### src/rtl/movi_exec_if.sv
// movi_exec_if: instruction/start/flush request side and decoded datapath controls of the move-immediate FSM.
interface movi_exec_if #(
    parameter int INSTR_W  = 16,
    parameter int DATA_W   = 16,
    parameter int NUM_REGS = 6
);
    logic [INSTR_W-1:0]  instr;
    logic                start;
    logic                flush;
    logic                busy;
    logic                pc_inc;
    logic                imm_oe;
    logic [DATA_W-1:0]   imm_bus;
    logic [NUM_REGS-1:0] reg_we;
    logic                done;
    logic                err;

    modport master (
        output instr, start, flush,
        input  busy, pc_inc, imm_oe, imm_bus, reg_we, done, err
    );

    modport slave (
        input  instr, start, flush,
        output busy, pc_inc, imm_oe, imm_bus, reg_we, done, err
    );
endinterface

### src/rtl/movi_exec_fsm.sv
// movi_exec_fsm: Moore FSM executing move-immediate instructions (PC increment, immediate drive, one-hot register write).
module movi_exec_fsm #(
    parameter int                INSTR_W  = 16,
    parameter int                OPC_W    = 4,
    parameter int                DST_W    = 6,
    parameter int                IMM_W    = 6,
    parameter int                DATA_W   = 16,
    parameter int                NUM_REGS = 6,
    parameter logic [OPC_W-1:0]  OPC_LO   = 4'b0111,
    parameter logic [OPC_W-1:0]  OPC_HI   = 4'b1000,
    parameter bit                SIGN_EXT = 1'b0
) (
    input logic        clk,
    input logic        rst,
    movi_exec_if.slave bus
);
    typedef enum logic [2:0] {IDLE, FETCH, DRIVE, WRITE, DONE, HOLD} state_t;

    state_t             state, state_nxt;
    logic [INSTR_W-1:0] instr_q;
    logic [OPC_W-1:0]   opc_in, opc;
    logic [DST_W-1:0]   dst;
    logic [IMM_W-1:0]   imm;
    logic [DATA_W-1:0]  imm_fmt;
    logic               accept, legal;

    assign opc_in = bus.instr[INSTR_W-1 -: OPC_W];
    assign opc    = instr_q[INSTR_W-1 -: OPC_W];
    assign dst    = instr_q[INSTR_W-OPC_W-1 -: DST_W];
    assign imm    = instr_q[IMM_W-1:0];
    assign accept = bus.start && (opc_in == OPC_LO || opc_in == OPC_HI);
    assign legal  = 32'(dst) < NUM_REGS;

    // High load shifts by DATA_W-IMM_W, which degenerates to the raw imm when the widths match.
    assign imm_fmt = (opc == OPC_HI) ? (DATA_W'(imm) << (DATA_W - IMM_W))
                   : SIGN_EXT ? DATA_W'($signed(imm)) : DATA_W'(imm);

    always_ff @(posedge clk or posedge rst) begin
        if (rst) begin
            state   <= IDLE;
            instr_q <= '0;
        end else begin
            state <= state_nxt;
            if (state == IDLE && accept)
                instr_q <= bus.instr;
        end
    end

    always_comb begin
        state_nxt = IDLE;
        case (state)
            IDLE:                state_nxt = accept ? FETCH : IDLE;
            FETCH:               state_nxt = bus.flush ? (bus.start ? HOLD : IDLE) : DRIVE;
            DRIVE:               state_nxt = bus.flush ? (bus.start ? HOLD : IDLE) : WRITE;
            WRITE:               state_nxt = bus.flush ? (bus.start ? HOLD : IDLE) : DONE;
            DONE, HOLD:          state_nxt = bus.start ? HOLD : IDLE;
            default:             state_nxt = IDLE;
        endcase
    end

    always_comb begin
        bus.busy    = state != IDLE;
        bus.pc_inc  = state == FETCH;
        bus.imm_oe  = state == DRIVE || state == WRITE;
        bus.imm_bus = bus.imm_oe ? imm_fmt : '0;
        bus.reg_we  = (state == WRITE && legal) ? (NUM_REGS'(1) << dst) : '0;
        bus.done    = state == DONE;
        bus.err     = state == DONE && !legal;
    end
endmodule

### src/flat_wrapper.sv
// flat-port wrapper written by rule: the top's interface ports become plain ports
module movi_exec_fsm_flat 
#(
    parameter int                INSTR_W  = 16,
    parameter int                OPC_W    = 4,
    parameter int                DST_W    = 6,
    parameter int                IMM_W    = 6,
    parameter int                DATA_W   = 16,
    parameter int                NUM_REGS = 6,
    parameter logic [OPC_W-1:0]  OPC_LO   = 4'b0111,
    parameter logic [OPC_W-1:0]  OPC_HI   = 4'b1000,
    parameter bit                SIGN_EXT = 1'b0
)
  (clk, rst, bus_instr, bus_start, bus_flush, bus_busy, bus_pc_inc, bus_imm_oe, bus_imm_bus, bus_reg_we, bus_done, bus_err);
  movi_exec_if #(.INSTR_W(INSTR_W), .DATA_W(DATA_W), .NUM_REGS(NUM_REGS)) bus_i ();
  input logic clk;
  input logic rst;
  input wire logic [$bits(bus_i.instr)-1:0] bus_instr;
  input wire logic [$bits(bus_i.start)-1:0] bus_start;
  input wire logic [$bits(bus_i.flush)-1:0] bus_flush;
  output wire logic [$bits(bus_i.busy)-1:0] bus_busy;
  output wire logic [$bits(bus_i.pc_inc)-1:0] bus_pc_inc;
  output wire logic [$bits(bus_i.imm_oe)-1:0] bus_imm_oe;
  output wire logic [$bits(bus_i.imm_bus)-1:0] bus_imm_bus;
  output wire logic [$bits(bus_i.reg_we)-1:0] bus_reg_we;
  output wire logic [$bits(bus_i.done)-1:0] bus_done;
  output wire logic [$bits(bus_i.err)-1:0] bus_err;
  assign bus_i.instr = bus_instr;
  assign bus_i.start = bus_start;
  assign bus_i.flush = bus_flush;
  assign bus_busy = bus_i.busy;
  assign bus_pc_inc = bus_i.pc_inc;
  assign bus_imm_oe = bus_i.imm_oe;
  assign bus_imm_bus = bus_i.imm_bus;
  assign bus_reg_we = bus_i.reg_we;
  assign bus_done = bus_i.done;
  assign bus_err = bus_i.err;
  movi_exec_fsm #(.INSTR_W(INSTR_W), .OPC_W(OPC_W), .DST_W(DST_W), .IMM_W(IMM_W), .DATA_W(DATA_W), .NUM_REGS(NUM_REGS), .OPC_LO(OPC_LO), .OPC_HI(OPC_HI), .SIGN_EXT(SIGN_EXT)) u_core (.clk(clk), .rst(rst), .bus(bus_i));
endmodule
### config.mk
export PLATFORM = sky130hd
export DESIGN_NAME = movi_exec_fsm_flat
export DESIGN_NICKNAME = d
export VERILOG_FILES = /design/src/rtl/movi_exec_if.sv /design/src/rtl/movi_exec_fsm.sv /design/src/flat_wrapper.sv
export SDC_FILE = /design/constraint.sdc
export NUM_CORES = 1
export LEC_CHECK = 0
export ABC_AREA = 1
export BUFFER_PORTS_ARGS = -buffer_cell sky130_fd_sc_hd__buf_4
export CORE_MARGIN = 5
export CORE_UTILIZATION = 35
export DETAILED_ROUTE_END_ITERATION = 12
export SLEW_MARGIN = 10
export SYNTH_ARGS = -nofsm -noshare
export SYNTH_HDL_FRONTEND = slang
export SYNTH_SLANG_ARGS = --single-unit
### constraint.sdc
create_clock -name clk -period 1.34 [get_ports clk]
set_clock_uncertainty 0.2 [all_clocks]
set_input_delay 0.134 -clock clk [delete_from_list [all_inputs] [get_ports clk]]
set_output_delay 0.134 -clock clk [all_outputs]
set_load 0.01 [all_outputs]
==> flow_summary.ini, run 1 <==
[flow_run]
max_cap_viol_count = 0

[sta]
setup_ws_ns = -0.435
final.min_clock_period_ns = 1.77
timing.fmax_ghz = 0.563
timing.setup.tns_ns = -12.44
rsz0062_at_grt = true
hold_slack_ns = 0.0753
final_max_slew_viol_count = 0
post-route-period-util_pct = 132
final_hold_viol_count = 0
finalSetupViolCount = 42

[hold_path]
hold_start = bus_start
hold_depth = 5
hp-class = input port to flop
min_to = u_core.state[0]

[clocking]
cts_max_path_buffers = 2
path_clk_slew_ns = 0.10
cts.sinks = 19
clock_latency_ns = 0.30
cts_tree = built
cts_buffers = 3
cts-root-buf = clkbuf_4
htreeDepth = 1

[setup_path]
cp-start-kind = flop
cp_data_required_time_ns = 1.01
ff2ff_setup_slack_ns = -0.32
slowest_delay_ns = 0.42
reg2reg_depth = 7
critPathKind = flop to primary output
cpMaxStageDelayCell = dfrtp_1
cp_max_fo = 3
critPathCaptureType = primary output
cp_top_family = simple AND/OR/NAND/NOR gates
r2r-end = u_core.instr_q[4]
path_buf_inv = 2
path_cells = inv_2, nand3_1, nor2_2, nand2_1, nor2_1, buf_4
arrival_ns = 1.44
timing.rr.start = u_core.state[1]

[yosys]
ys_types = 18
ys_seq_elements = 19
syn_area_per_cell_um2 = 7.01
synth_seq_area_share_pct = 42.9
yosys_warnings = 0
synth_area_um2 = 1110
synthCells = 158

[pwr]
p_leak_nw = 1.12
vdd_drop_max_v = 0.00104
power_density_nw_per_um2 = 1670
totalPowerFinal_mw = 3.69

[floorplanning]
die_area_um2 = 4390
num_rows = 20
core_area_um2 = 3050
io_pins = 47
die-height_um = 66.2
dieWidth_um = 66.2
start_util_pct = 36.3

[cells_and_area]
final_cells = 286
area_delta_synth_final_pct = 99.4
post-route-util_pct = 72.3
fill_cells = 235
drive_gt1_share_pct = 53.7
final_area_um2 = 2210
diodes = 0
fin_nets = 263

[place]
place_area_um2 = 1570
gp_congestion = 0.838
dp_hpwl_um = 2360
dpl.cell_count = 258
pre_cts_ws_ns = -0.104
portBuffers = 42

[global_route]
grt_pass1_vias = 1284
gr-usage-all-layers_pct = 16.4
grt_overflow = 0
grt_first_pass_wirelength_um = 5580
antenna_found_initial = 0
grt_max_degree = 20

[detailed_routing]
detail-route-antenna-nets = 0
vias_per_cell = 4.72
dr.pass1.iters = 4
via_count = 1351
drc = 0
routedWlPerCell_um = 14.7
drt_wl_total_um = 4210
drt_iter0_markers = 42

[run_status]
violations = negative setup slack
outcome = finished, violations left
where the power goes:
part	internal [mW]	switching [mW]	total, mW
combinational	1.08	1.25	2.33
clock	0.116	0.181	0.297
sequential	0.840	0.222	1.06
total	2.04	1.65	3.69
tightest hold or removal path: stages:
cell     delay (ns)
buf_4          0.09
inv_1          0.10
nand2_1        0.10
nand2_1        0.07
nand3_2        0.06
how the worst max path moves through the flow:
stage	from	to	cells after the start
after floorplan	u_core.state[2]	u_core.instr_q[12]	7
after global placement	u_core.instr_q[10]	bus_reg_we[2]	6
after detailed placement	u_core.instr_q[10]	bus_reg_we[2]	6
after CTS	u_core.instr_q[10]	bus_reg_we[2]	6
after global routing	u_core.state[2]	bus_reg_we[2]	6
final	u_core.state[2]	bus_reg_we[2]	6
flip-flops by register name, indices dropped and copies added (netlist names):
| name | cells |
|---|---|
| u_core.instr_q | 16 |
| u_core.state | 3 |
placed cells by master, fill, tap and decap left out, drive strengths merged:
cell / instances
buf: 66
nand2: 59
nand3: 26
nor2: 24
dfrtp: 19
inv: 17
dlygate4sd3: 16
conb: 4
clkbuf: 4
nor3: 3
clkinv: 1
nand3b: 1
a21oi: 1
nand4: 1
area by class of cell:
class	count	area (um^2)	area share, %
multi-input combinational	119	817	37.0
timing repair buffer	82	746	33.8
sequential	19	477	21.6
inverter	18	87.6	3.97
tap	44	55.1	2.49
clock buffer	4	26.3	1.19
layer usage:
layer	global-route usage [%]	part of all wire, %	vias to the layer above
met3	3.74	4.9	9
li1	-	-	656
met2	29.7	54	36
met5	0	0	-
met4	3.55	1.9	0
met1	19.5	39	650
logic make-up (layout without fill, tap and decap cells):
| family | Yosys count | after routing | share of synthesized area (%) |
|---|---|---|---|
| AND/OR/NAND/NOR | 112 | 114 | 45.3 |
| buffers and inverters | 25 | 104 | 11.0 |
| flip-flops | 19 | 19 | 42.9 |
| other | 1 | 4 | 0.339 |
| AO/OA/AOI/OAI | 1 | 1 | 0.452 |
timing repair:
item / CTS / global route
buffers inserted: 1 / 7
hold buffers: 16 / 0
setup endpoints to repair: 39 / 42
gates resized for setup: 36 / 64
endpoints found under the hold margin: 38 / 0
cloned: 1 / 1
pin swaps: 4 / 23
synthesized netlist by cell type (all sizes together):
cell,instances,share of area (%)
nor3,3,1.4
inv,18,6.1
nand2,57,20
buf,7,4.9
nand3,26,13
nand3b,1,0.68
nand4,1,0.57
dfrtp,19,43
a21oi,1,0.45
conb,1,0.34
nor2,24,9.6
No activity file was read; power rests on OpenSTA's default activity.
==> run 2: changes to the inputs <==
--- a/config.mk
+++ b/config.mk
@@ -7,9 +7,13 @@
 export LEC_CHECK = 0
 export ABC_AREA = 1
 export BUFFER_PORTS_ARGS = -buffer_cell sky130_fd_sc_hd__buf_4
+export CAP_MARGIN = 15
+export CELL_PAD_IN_SITES_DETAIL_PLACEMENT = 1
+export CELL_PAD_IN_SITES_GLOBAL_PLACEMENT = 1
 export CORE_MARGIN = 5
-export CORE_UTILIZATION = 35
+export CORE_UTILIZATION = 34
 export DETAILED_ROUTE_END_ITERATION = 12
+export PLACE_DENSITY_LB_ADDON = 0.1
 export SLEW_MARGIN = 10
 export SYNTH_ARGS = -nofsm -noshare
 export SYNTH_HDL_FRONTEND = slang
==> constraint.sdc (replaced) <==
create_clock -name clk -period 2.28 [get_ports clk]
set_clock_uncertainty 0.2 [all_clocks]
set_input_delay 0.228 -clock clk [delete_from_list [all_inputs] [get_ports clk]]
set_output_delay 0.228 -clock clk [all_outputs]
set_load 0.01 [all_outputs]
==> flow_summary.ini, run 2 (synthesis results as in run 1) <==
[floorplanning]
die_area_um2 = 4500
start_util_pct = 36.0
die-height_um = 67.1
dieWidth_um = 67.1
num_rows = 20
core_area_um2 = 3080
io_pins = 47

[pwr]
vdd_drop_max_v = 0.000426
p_leak_nw = 0.917
clock_power_share_pct = 11.7
internal-power_mw = 0.827
power_density_nw_per_um2 = 904
seqPwrFrac_pct = 41.3
net-switching-power_mw = 0.639
pwr-share-comb_pct = 47.0
p_sw_share_pct = 43.6

[detailed_routing]
via_count = 1185
vias_per_cell = 4.56
routedWlPerCell_um = 12.7
detail-route-antenna-nets = 0
dr.pass1.iters = 4
drt_wl_total_um = 3300
drt_iter0_markers = 17
drc = 0

[setup_path]
critPathKind = flop to primary output
critPathCaptureType = primary output
path_cells = nor2_1, nand3b_1, nor2_1, nand2_1, nor2_1, buf_4
timing.rr.start = u_core.state[0]
slowest_delay_ns = 0.40
cpMaxStageDelayCell = dfrtp_1
arrival_ns = 1.70
path_common_cell = nor2_1
cp-start-kind = flop
cp_data_required_time_ns = 1.85
cp_max_fo = 5
critPathLaunch = u_core.instr_q[10]

[clocking]
path_clk_slew_ns = 0.11
cts.sinks = 19
cts_max_path_buffers = 2
cts_buffers = 3
htreeDepth = 1
cts-root-buf = clkbuf_4
cts_tree = built
clock_latency_ns = 0.29
cts_setup_buffers = 0

[global_route]
grt_pass1_vias = 1255
antenna_found_initial = 0
grt_max_degree = 20
grt_overflow = 0
gr-usage-all-layers_pct = 15.9
grt_first_pass_wirelength_um = 5400

[flow_run]
max_cap_viol_count = 0

[cells_and_area]
area_delta_synth_final_pct = 46.4
final_cell_mix = nand2_1, buf_4, nand3_1
regArea_um2 = 475
multiInputGateArea_um2 = 522
diodes = 0
largest_register_ffs = 16
drive_gt1_share_pct = 24.5
fill_cells = 423
layout_commonest_cell = nand2_1
regMostFlops = u_core.instr_q
post-route-util_pct = 52.7
fin_nets = 237
top_regs = u_core.instr_q (16), u_core.state (3)

[sta]
final_hold_viol_count = 0
final.min_clock_period_ns = 2.13
post-route-period-util_pct = 93.4
slew-limit-headroom_pct = 51.6
finalSetupViolCount = 0
rsz0062_at_grt = false
timing.fmax_ghz = 0.469
final_max_slew_viol_count = 0
timing.setup.tns_ns = 0
worst_slew_pin_slew_ns = 0.725

[place]
portBuffers = 42
gp_congestion = 0.834
dp_hpwl_um = 2400

[run_status]
outcome = finished clean

[hold_path]
hp-class = flop to flop
hold_start = u_core.instr_q[5]
-- run 2: changes by cell type in the layout (fill, tap and decap cells not counted), sizes merged --
cell	before	now
nand2	59	57
inv	17	18
clkinv	1	0
buf	66	42
-- run 2: metal layers --
metal	GRT usage (%)	vias up	wire length [um]
met1	16.7	548	1320
met2	32.5	35	1810
met4	3.80	0	23
met5	0	-	0
met3	1.69	4	147
li1	-	598	-
-- run 2: power groups by stage --
| stage | combinational, mW | sequential (mW) | clock (mW) |
|---|---|---|---|
| global placement | 0.639 | 0.606 | 0 |
| floorplan | 0.470 | 0.583 | 0 |
| global route | 0.788 | 0.631 | 0.184 |
| CTS | 0.691 | 0.605 | 0.176 |
| finish | 0.689 | 0.605 | 0.172 |
| detailed placement | 0.667 | 0.611 | 0 |
-- run 2: repair_timing --
| action | CTS | global route |
|---|---|---|
| endpoints found under the hold margin | 34 | 0 |
| hold buffers | 16 | 0 |
| resized for setup | 0 | 0 |
-- run 2: layout make-up --
| type | count | share of cell area, % |
|---|---|---|
| clock buffers | 4 | 1.62 |
| inverters | 18 | 4.17 |
| multi-input cells | 117 | 32.2 |
| flip-flops and latches | 19 | 29.3 |
| well taps | 44 | 3.40 |
| repair buffers | 58 | 29.3 |
-- run 2: metrics by stage --
step	worst slack [ns]	cells	total power, mW	area (um^2)	hold WS (ns)
2_1_floorplan	0.769	161	1.05	1120	-0.0209
3_3_place_gp	0.667	240	1.24	1440	0.193
3_5_place_dp	0.464	240	1.28	1440	0.199
4_1_cts	0.126	260	1.47	1620	0.288
5_1_grt	0.000354	260	1.60	1620	0.308
6_report	0.150	260	1.47	1620	0.285
-- run 2: critical path: cells and delay by family, from the launching register on --
family                 cells  cell delay (ns)
DFF                        1             0.40
and+or+nand+nor            5             0.87
buffers and inverters      1             0.14
-- run 2: worst paths after layout --
check                                     to  slack, ns  depth (start not counted)
max in group asynchronous  u_core.instr_q[6]       1.02                          3
max                            bus_reg_we[1]       0.15                          6
min                        u_core.instr_q[5]       0.29                          2
min reg2reg                u_core.instr_q[5]       0.29                          2
max reg2reg                u_core.instr_q[0]       0.70                          6
min in group asynchronous  u_core.instr_q[4]       0.40                          3
